$ cat src/rtl/coin_settle.sv
// Coin acceptor and settlement front end: credits coins, settles purchase or
// cancel requests, and times the dispense window for the vending state machine.
module coin_settle #(
   parameter int unsigned TIMEOUT_CYCLES = 250000000,
   parameter int unsigned MAX_BAL        = 40
) (
   input  logic       clk,
   input  logic       reset,
   input  logic [2:0] coin,
   input  logic [1:0] sel,
   input  logic       confirm,
   input  logic       cancel,
   output logic       press,
   output logic       cancel_flag,
   output logic       timeout,
   output logic [5:0] balance,
   output logic [5:0] change,
   output logic       coin_reject,
   output logic       insufficient,
   output logic       busy
);

   typedef enum logic [1:0] {IDLE, COLLECT, DISPENSE} state_t;

   localparam int CNT_W = (TIMEOUT_CYCLES > 1) ? $clog2(TIMEOUT_CYCLES) : 1;
   localparam logic [CNT_W-1:0] CNT_LAST = CNT_W'(TIMEOUT_CYCLES - 1);
   localparam logic [5:0] MAX_B = 6'(MAX_BAL);

   state_t           state, state_n;
   logic [CNT_W-1:0] cnt, cnt_n;
   logic [5:0]       balance_n, change_n;
   logic             press_n, cancel_flag_n, timeout_n, coin_reject_n, insufficient_n;

   logic [2:0] coin_prev;
   logic       confirm_prev, cancel_prev;
   // An input only becomes armed after it has been seen low outside reset, so
   // a level held across reset release cannot masquerade as a fresh edge.
   logic       coin_armed, confirm_armed, cancel_armed;

   logic       coin_ev, confirm_ev, cancel_ev;
   logic       coin_ok, settle;
   logic [5:0] coin_val, price;

   assign coin_ev    = (coin != 3'b000) && (coin_prev == 3'b000) && coin_armed;
   assign confirm_ev = confirm && !confirm_prev && confirm_armed;
   assign cancel_ev  = cancel && !cancel_prev && cancel_armed;

   always_comb begin
      coin_ok  = 1'b1;
      coin_val = 6'd0;
      case (coin)
         3'b001:  coin_val = 6'd1;
         3'b010:  coin_val = 6'd2;
         3'b100:  coin_val = 6'd10;
         default: coin_ok  = 1'b0;
      endcase
   end

   always_comb begin
      case (sel)
         2'd0:    price = 6'd5;
         2'd1:    price = 6'd7;
         2'd2:    price = 6'd10;
         default: price = 6'd12;
      endcase
   end

   always_comb begin
      // NOTE: every signal gets a default first so no path leaves it unassigned,
      // which would otherwise infer a latch.
      state_n        = state;
      cnt_n          = cnt;
      balance_n      = balance;
      change_n       = change;
      press_n        = 1'b0;
      cancel_flag_n  = 1'b0;
      timeout_n      = 1'b0;
      coin_reject_n  = 1'b0;
      insufficient_n = 1'b0;
      settle         = 1'b0;

      case (state)
         IDLE: ;
         COLLECT: begin
            if (cancel_ev) begin
               cancel_flag_n = 1'b1;
               change_n      = balance;
               balance_n     = 6'd0;
               cnt_n         = '0;
               state_n       = DISPENSE;
               settle        = 1'b1;
            end else if (confirm_ev) begin
               if (balance >= price) begin
                  press_n   = 1'b1;
                  change_n  = balance - price;
                  balance_n = 6'd0;
                  cnt_n     = '0;
                  state_n   = DISPENSE;
                  settle    = 1'b1;
               end else begin
                  insufficient_n = 1'b1;
               end
            end
         end
         DISPENSE: begin
            if (cnt == CNT_LAST) begin
               timeout_n = 1'b1;
               change_n  = 6'd0;
               cnt_n     = '0;
               state_n   = IDLE;
            end else begin
               cnt_n = cnt + CNT_W'(1);
            end
         end
         default: state_n = IDLE;
      endcase

      // A coin arriving with a settlement is refused so change uses the old balance.
      if (coin_ev) begin
         if (state == DISPENSE || settle || !coin_ok || (balance + coin_val) > MAX_B) begin
            coin_reject_n = 1'b1;
         end else begin
            balance_n = balance + coin_val;
            state_n   = COLLECT;
         end
      end
   end

   // NOTE: sequential state uses non-blocking assignments so every register
   // samples the pre-edge values regardless of statement order.
   always_ff @(posedge clk) begin
      if (reset) begin
         state         <= IDLE;
         cnt           <= '0;
         balance       <= 6'd0;
         change        <= 6'd0;
         press         <= 1'b0;
         cancel_flag   <= 1'b0;
         timeout       <= 1'b0;
         coin_reject   <= 1'b0;
         insufficient  <= 1'b0;
         busy          <= 1'b0;
         coin_prev     <= 3'b000;
         confirm_prev  <= 1'b0;
         cancel_prev   <= 1'b0;
         coin_armed    <= 1'b0;
         confirm_armed <= 1'b0;
         cancel_armed  <= 1'b0;
      end else begin
         state         <= state_n;
         cnt           <= cnt_n;
         balance       <= balance_n;
         change        <= change_n;
         press         <= press_n;
         cancel_flag   <= cancel_flag_n;
         timeout       <= timeout_n;
         coin_reject   <= coin_reject_n;
         insufficient  <= insufficient_n;
         busy          <= (state_n == DISPENSE);
         coin_prev     <= coin;
         confirm_prev  <= confirm;
         cancel_prev   <= cancel;
         coin_armed    <= coin_armed | (coin == 3'b000);
         confirm_armed <= confirm_armed | !confirm;
         cancel_armed  <= cancel_armed | !cancel;
      end
   end

endmodule

$ cat config.mk
export PLATFORM = sky130hd
export DESIGN_NAME = coin_settle
export DESIGN_NICKNAME = d
export VERILOG_FILES = /design/src/rtl/coin_settle.sv
export SDC_FILE = /design/constraint.sdc
export NUM_CORES = 1
export LEC_CHECK = 0
export ABC_AREA = 1
export BUFFER_PORTS_ARGS = -buffer_cell sky130_fd_sc_hd__buf_2
export CAP_MARGIN = 25
export CORE_MARGIN = 10
export CORE_UTILIZATION = 61
export CTS_CLUSTER_DIAMETER = 50
export DETAILED_ROUTE_END_ITERATION = 12
export PLACE_DENSITY = 0.81
export SLEW_MARGIN = 40
export SYNTH_ARGS = -nofsm -noshare
export SYNTH_HDL_FRONTEND = slang
export SYNTH_SLANG_ARGS = --single-unit
$ cat constraint.sdc
create_clock -name clk -period 2.55 [get_ports clk]
set_input_delay 0.255 -clock clk [delete_from_list [all_inputs] [get_ports clk]]
set_output_delay 0.255 -clock clk [all_outputs]
set_load 0.01 [all_outputs]
# Word-level counts from Yosys, hierarchy flattened
# Index checks and enable logic that the tools add are counted.
# op_classes
magnitude_cmp	2
multipliers	0
addsub	3
shift	0
n_bitwise	7
n_eq_ne	12
n_mux	34
n_div	0
reduce_logical	28
# op_table
op	n
2-to-1 mux 28 bit	4
2-to-1 mux 6 bit	10
case mux 28 bit (2 select lines)	1
adder 28 x 1 -> 28 bit (second input constant)	1
== test 28 bit (second input constant)	1
case mux 4 bit (3 select lines)	2
2-to-1 mux 2 bit	6
case mux 6 bit (2 select lines)	1
2-to-1 mux 1 bit	9
adder 6 bit	1
== test 2 bit (second input constant)	3
greater-or-equal comparator 6 bit	1
greater-than comparator 6 bit (second input constant)	1
logical AND 1 bit	6
zero test 3 bit	2
!= test 3 bit (second input constant)	2
case mux 2 bit (3 select lines)	1
OR reduction 2 bit	3
OR reduction 3 bit	2
subtractor 6 bit	1
zero test 1 bit	5
== test 2 x 1 -> 1 bit (second input constant)	2
zero test 2 bit	2
NOT 1 bit	4
other kinds (11)	15
# totals
memories	0
word_cells	102
output_inout_bits	18
romBits	0
mem_bits_rw	0
regBits	56
inputBits	9
latchBits	0

# Depth between registers and ports, before layout
# Gate-level depths: netlist of run 1.
# depth
word_depth	13
ltp_mapped	16
ltp_nobuf	15

# Least setup slack after synthesis of run 1
# OpenSTA, ideal clock, no wires.
# synth_timing
kind	input to register
startpoint	input port sel[0]
endpoint	register cnt[24]
setup_ns	0.142
path_buffers	1
stages	15
arrival_time_ns	1.969
required_time_ns	2.408
setup_slack_ns	0.439
cell_sequence	inv_1 ha_1 nor2_1 nor2_1 ha_1 fa_1 nor2_2 nor2_4 nand3_4 nand2_4 nand2_8 inv_6 buf_6 nand2_1 a21oi_2
# synth_via
elab_chain_cells	5
elab_cells_between_ends	7
cone_classes	1 x order compare; 3 x eq/ne; 1 x mux; 2 x reduce/logical
# synth_lines
item	line_no	text
from (decl)	10	input logic [1:0] sel,
== test 2 bit, or another cell as far along	60	case (sel)
case mux 4 bit (3 select lines) *	60	
greater-or-equal comparator 6 bit *	93	if (balance >= price) begin
!= test 3 bit (no source line) *	-	
AND reduction 3 bit (no source line) *	-	
to (signal assigned)	151	cnt <= cnt_n;
to (decl)	30	logic [CNT_W-1:0] cnt, cnt_n;
# Mark *: on every way between the ends. The rest lies on a longest branch, timed or not.
# A chain may end at the register's enable or synchronous reset.

# Worst setup path in the final report of run 1
# layout_timing
startpoint	register balance[0]
endpoint	register cnt[8]
# layout_via
elab_chain_cells	3
# layout_lines
item	line_no	text
from (decl)	16	output logic [5:0] balance,
from (signal assigned)	152	balance <= balance_n;
greater-or-equal comparator 6 bit	93	
!= test 3 bit (no source line)	-	
AND reduction 3 bit (no source line)	-	
# Every way passes these cells.

==> impl_metrics.json, run 1 <==
{
  "status": "finished, final reports clean",
  "cts.sinks": 56,
  "synth.avg_cell_area_um2": 6.79,
  "drc": 0,
  "clock_skew_ns": 0.0135,
  "ant_nets": 0,
  "r2r_end": "cnt[8]$_SDFFE_PP0P_",
  "area_growth_syn_to_layout_pct": 6.71,
  "synth_compound_area_share_pct": 10.4,
  "vdd.ir_drop.worst_v": 0.000274,
  "dieArea_um2": 9490,
  "ioPinCount": 27,
  "cp_max_fo": 25,
  "place_hpwl_um": 6850,
  "async_flop_share_pct": 0,
  "instances_no_fill": 638,
  "setup_slack_ns": 0.281,
  "row_count": 28,
  "drive_gt1_share_pct": 19.9,
  "cp-end-kind": "flip-flop",
  "root_buffer": "clkbuf_8",
  "tns_ns": 0,
  "rsz0062_at_grt": "false",
  "vias": 3506,
  "start_util_pct": 62.1,
  "ctsResizeCount": 0,
  "worstSkewPairLatency_ns": 0.33,
  "die_h_um": 97.4,
  "start_kind": "flip-flop",
  "post_cts_buffers": 0,
  "synthXorXnorAreaFrac_pct": 1.68,
  "cts_tree": "built",
  "tightest_slew_ns": 0.539,
  "hold_viol": 0,
  "fmax_mhz": 441,
  "timing.rr.start": "balance[0]$_SDFF_PP0_",
  "wl_per_cell_um": 14.2,
  "syn_nets": 563,
  "synth_simple_gate_area_share_pct": 43.4,
  "crit_arrival_ns": 2.48,
  "p_leak_nw": 1.62,
  "clk_pin_slew_worst_paths_ns": 0.12,
  "synth-seq-cells": 56,
  "crit_start": "balance[0]$_SDFF_PP0_",
  "cts_buffer_depth": 2,
  "ys_seq_area_share_pct": 30.7,
  "synth_ff_type": "dfxtp_1",
  "power.density_nw_per_um2": 402,
  "grt_pass1_wl_um": 15600,
  "slew_headroom_pct": 63.8,
  "min_period_ns": 2.27,
  "routed_wl_um": 9070,
  "grt_max_degree": 38,
  "dpl-instance-area_um2": 3810,
  "ys_warn_count": 0,
  "cts_hold_buf": 0,
  "r2r_setup_slack_ns": 0.28,
  "place_ws_ns": 0.0587,
  "synth.distinct_cells": 40,
  "fin_crit_sh_pct": 89.0,
  "first_global_vias": 3480,
  "routed_via_density": 5.50,
  "cp.required_ns": 2.76,
  "fin_nets": 586,
  "core_area_um2": 5890,
  "overflow": 0,
  "maxCapViolations": 0,
  "synthAdderAreaFrac_pct": 5.54,
  "grt_usage_pct": 19.2,
  "synthMuxAreaShare_pct": 0,
  "dr.pass1.iters": 5,
  "mappedNetlistArea_um2": 3660,
  "synth_top_family_by_area": "simple AND/OR/NAND/NOR gates",
  "synth_edf_count": 0,
  "placed_cells": 630,
  "criticalPathCategory": "reg -> reg",
  "gp_congestion": 0.919,
  "antenna_cells": 0,
  "finalPower_mw": 1.57,
  "antenna_found_initial": 0,
  "final_cell_area_um2": 3900,
  "drt-initial-drc-count": 272,
  "syn-instance-count": 539,
  "holdCritStartpoint": "cancel",
  "endpoint": "cnt[8]$_SDFFE_PP0P_",
  "finalSetupViolations": 0,
  "h-tree-depth": 2,
  "placement.io_buffers": 26,
  "die_x_um": 97.4,
  "cts_made_buffers": 5,
  "drv_slew": 0,
  "r2r_cells": 11,
  "hold_class": "in -> reg"
}
routing by layer:
metal | up-vias | share of wire, % | global-route usage, %
met2 | 102 | 53 | 35.9
li1 | 1770 | - | -
met5 | - | 0 | 0
met3 | 19 | 4.0 | 2.63
met4 | 0 | 2.5 | 7.61
met1 | 1615 | 40 | 21.0
kinds of logic (layout without fill, tap and decap cells):
group	count (synthesis)	in the layout
xor+xnor	7	7
flops	56	56
simple gates	337	337
fa+ha+maj	15	15
compound gates	60	60
buf+inv	64	88
Yosys cell counts (2+ instances only):
| master | count | area [um^2] |
|---|---|---|
| nand2_1 | 138 | 518 |
| nor2_1 | 83 | 312 |
| dfxtp_1 | 56 | 1120 |
| nand3_1 | 43 | 215 |
| inv_1 | 40 | 150 |
| a21oi_1 | 29 | 145 |
| nand2_2 | 22 | 138 |
| a21oi_2 | 14 | 123 |
| ha_1 | 13 | 163 |
| nand4_1 | 12 | 75.1 |
| nor2_2 | 11 | 68.8 |
| o21ai_0 | 9 | 45.0 |
| clkbuf_1 | 6 | 22.5 |
| or2_2 | 6 | 37.5 |
| xor2_1 | 6 | 52.6 |
| buf_6 | 5 | 56.3 |
| nor3_1 | 5 | 25.0 |
| a21o_1 | 4 | 30.0 |
| inv_2 | 4 | 15.0 |
| nand3b_1 | 4 | 30.0 |
| nor2_4 | 4 | 45.0 |
| buf_2 | 2 | 10.0 |
| clkinv_1 | 2 | 7.51 |
| fa_1 | 2 | 40.0 |
| nand3_4 | 2 | 35.0 |
| nor3_2 | 2 | 20.0 |
| o211ai_1 | 2 | 15.0 |
critical path, cell delays in order, from the launching register on:
cell     delay [ns]
dfxtp_1        0.45
inv_1          0.07
ha_1           0.24
fa_1           0.44
nor2_2         0.19
nor2_4         0.06
nand3_4        0.09
nand2_4        0.10
nand2_8        0.15
inv_6          0.12
o21ai_0        0.16
a21oi_1        0.08
flip-flops by register name, indices dropped and copies added, names as in the netlist:
register,flops
cancel_prev,1
cancel_armed,1
press,1
coin_reject,1
state,2
cnt,28
timeout,1
coin_prev,3
confirm_armed,1
busy,1
change,6
coin_armed,1
confirm_prev,1
insufficient,1
cancel_flag,1
balance,6
how the worst min path moves through the flow:
stage                                           to  cells past startpoint
after CTS                   cancel_prev$_SDFF_PP0_                      3
after detailed placement    change[1]$_SDFFE_PP0P_                      2
after global routing        cancel_prev$_SDFF_PP0_                      3
after global placement    confirm_armed$_SDFF_PP0_                      2
final                       cancel_prev$_SDFF_PP0_                      3
after floorplan             cancel_prev$_SDFF_PP0_                      2
cells in the final DEF, fill, tap and decap left out, drive strengths merged, types with 5 or more instances in the layout:
cell	Yosys	routed
nand2	162	162
nor2	98	98
dfxtp	56	56
inv	46	47
nand3	46	46
a21oi	44	44
buf	9	31
ha	13	13
nand4	12	12
o21ai	10	10
nor3	7	7
or2	6	6
xor2	6	6
clkbuf	6	5
where the power goes:
part           leakage (nW)  internal [mW]  total (mW)  switching (mW)
Clock                0.0463          0.203       0.530           0.327
Combinational          1.12         0.0508       0.146          0.0956
Sequential            0.453          0.884       0.891         0.00702
Total                  1.62           1.14        1.57           0.430
area by class of cell:
| class | instances | area (um^2) |
|---|---|---|
| Timing Repair Buffer | 31 | 168 |
| Clock buffer | 5 | 68.8 |
| Multi-Input combinational cell | 419 | 2230 |
| Clock inverter | 3 | 27.5 |
| Inverter | 49 | 193 |
| Fill cell | 547 | 1980 |
| Sequential cell | 56 | 1120 |
| Tap cell | 75 | 93.8 |
stage by stage:
step / hold slack, ns / util, %
after detailed placement: 0.465 / 64.7
after global routing: 0.154 / 66.3
after global placement: 0.451 / 64.7
final: 0.157 / 66.3
after CTS: 0.158 / 66.3
after floorplan: 0.376 / -
No activity file was read; power rests on OpenSTA's default activity.
==> run 2, diff against run 1 <==
--- a/config.mk
+++ b/config.mk
@@ -6,13 +6,13 @@
 export NUM_CORES = 1
 export LEC_CHECK = 0
 export ABC_AREA = 1
-export BUFFER_PORTS_ARGS = -buffer_cell sky130_fd_sc_hd__buf_2
 export CAP_MARGIN = 25
 export CORE_MARGIN = 10
-export CORE_UTILIZATION = 61
+export CORE_UTILIZATION = 64
 export CTS_CLUSTER_DIAMETER = 50
 export DETAILED_ROUTE_END_ITERATION = 12
-export PLACE_DENSITY = 0.81
+export DONT_BUFFER_PORTS = 1
+export PLACE_DENSITY = 0.8
 export SLEW_MARGIN = 40
 export SYNTH_ARGS = -nofsm -noshare
 export SYNTH_HDL_FRONTEND = slang
==> run 2 against run 1 <==
Against the previous run: combinational power fell by 5%; first-iteration DRC count is 17% lower; clock-buffer cell count unchanged; die area decreased by 3.7%; sequential share of layout area rose by 0.38 points; clock power increased by 17%; final cell count is 3.8% lower; clock skew decreased by 0.0057 ns; sequential power hardly changed; flip-flop and latch count is the same.
==> impl_metrics.json, run 2 (synthesis results as in run 1) <==
{
  "vdd.ir_drop.worst_v": 0.000302,
  "cts.sinks": 56,
  "dpl-instance-area_um2": 3670,
  "slew_headroom_pct": 67.7,
  "overflow": 0,
  "worstPathCellList": "inv_1, ha_1, fa_1, nor2_2, nor2_4, nand3_4, nand2_4, nand2_8, inv_6, o21ai_0, a21oi_1",
  "finalSetupViolations": 0,
  "power.share.clock_pct": 37.7,
  "first_global_vias": 3208,
  "die_h_um": 95.6,
  "drt-initial-drc-count": 225,
  "maxCapViolations": 0,
  "fmax_mhz": 439,
  "dr.pass1.iters": 4,
  "criticalPathCategory": "reg -> reg",
  "wl_per_cell_um": 14.2,
  "ff_latch_area_um2": 1120,
  "cp_max_fo": 25,
  "fillers": 503,
  "status": "finished, final reports clean",
  "final_common_cell": "nand2_1",
  "die_x_um": 95.6,
  "antenna_found_initial": 0,
  "cts_made_buffers": 5,
  "gp_congestion": 0.917,
  "routed_via_density": 5.54,
  "layout_common_cells": "nand2_1, nor2_1, dfxtp_1",
  "rsz0062_at_grt": "false",
  "root_buffer": "clkbuf_8",
  "fin_crit_sh_pct": 89.3,
  "start_kind": "flip-flop",
  "reg_top3": "cnt: 28 flops, balance: 6 flops, change: 6 flops",
  "placement.io_buffers": 0,
  "grt_usage_pct": 20.0,
  "power.density_nw_per_um2": 429,
  "row_count": 27,
  "hold_class": "in -> reg",
  "drc": 0,
  "cts_buffer_depth": 2,
  "place_hpwl_um": 6510,
  "ant_nets": 0,
  "utilization_pct": 69.5,
  "regMostFlops": "cnt",
  "seqPwrFrac_pct": 53.9,
  "dieArea_um2": 9140,
  "ioPinCount": 27,
  "drive_gt1_share_pct": 16.1,
  "cp.required_ns": 2.76,
  "hold_ws_ns": 0.0618,
  "min_period_ns": 2.28,
  "grt_max_degree": 29,
  "worstSkewPairLatency_ns": 0.31,
  "slowest_delay_ns": 0.50,
  "h-tree-depth": 2,
  "start_util_pct": 66.0,
  "tightest_slew_ns": 0.481,
  "routed_wl_um": 8730,
  "clock_skew_ns": 0.00778,
  "crit_arrival_ns": 2.49,
  "clk_pin_slew_worst_paths_ns": 0.11,
  "place_ws_ns": 0.239,
  "area_growth_syn_to_layout_pct": 5.30,
  "combPwrFrac_pct": 8.4,
  "core_area_um2": 5540,
  "swShare_pct": 25.0,
  "tns_ns": 0,
  "switchingPower_mw": 0.413,
  "p_leak_nw": 1.53,
  "hold_viol": 0,
  "crit_slowest_cell": "dfxtp_1",
  "fin_nets": 565,
  "multiInputGateArea_um2": 2230,
  "antenna_cells": 0,
  "cts_tree": "built",
  "grt_pass1_wl_um": 14900,
  "setup_slack_ns": 0.274,
  "largest_reg_flops": 28,
  "cp-end-kind": "flip-flop",
  "p_int_mw": 1.24,
  "post_cts_buffers": 0,
  "final_cell_area_um2": 3850,
  "drv_slew": 0,
  "vias": 3402
}
-- run 2: critical path: cells and delay by family, from the launching register on --
kind	cells	cell delay [ns]
AOI/OAI and AO/OA	2	0.25
and+or+nand+nor	5	0.57
adders and majority gates	2	0.64
buffers and inverters	2	0.21
DFF	1	0.50
-- run 2: routing by layer --
metal | vias up | wire (um) | track usage, % | part of all wire, %
met2 | 82 | 4370 | 35.6 | 50
met4 | 0 | 391 | 9.83 | 4.5
met3 | 33 | 447 | 4.63 | 5.1
li1 | 1729 | - | - | -
met5 | - | 0 | 0 | 0
met1 | 1558 | 3520 | 21.8 | 40
-- run 2: power by group through the flow --
stage	combinational, mW	sequential, mW	clock [mW]
floorplan	0.107	0.910	0
global placement	0.114	0.911	0
detailed placement	0.117	0.911	0
CTS	0.135	0.891	0.629
global route	0.158	0.893	0.663
finish	0.139	0.891	0.622
-- run 2: area by class of cell --
class	count	area share, %
clock buffers	5	1.79
multi-input cells	419	57.9
clock inverters	3	1.30
well taps	72	2.34
inverters	49	5.00
repair buffers	10	2.53
flip-flops and latches	56	29.1
-- run 2: path summary, 6_finish.rpt --
check | from | end | slack [ns] | cells after the start
worst max-delay path | balance[0]$_SDFF_PP0_ | cnt[8]$_SDFFE_PP0P_ | 0.27 | 11
worst min-delay path | coin[0] | coin_prev[0]$_SDFF_PP0_ | 0.06 | 2
worst max register to register | balance[0]$_SDFF_PP0_ | cnt[8]$_SDFFE_PP0P_ | 0.27 | 11
worst min register to register | confirm_armed$_SDFF_PP0_ | confirm_armed$_SDFF_PP0_ | 0.48 | 2
-- run 2: timing repair --
item | in CTS | in global routing
endpoints found under the setup margin | 0 | 0
hold buffers | 3 | 2
resized for setup | 0 | 0
hold endpoints to repair | 28 | 2
-- run 2: stage by stage --
stage	cells	total power, mW
after CTS	612	1.65
after floorplan	539	1.02
after global routing	614	1.71
final	614	1.65
after global placement	601	1.03
after detailed placement	601	1.03
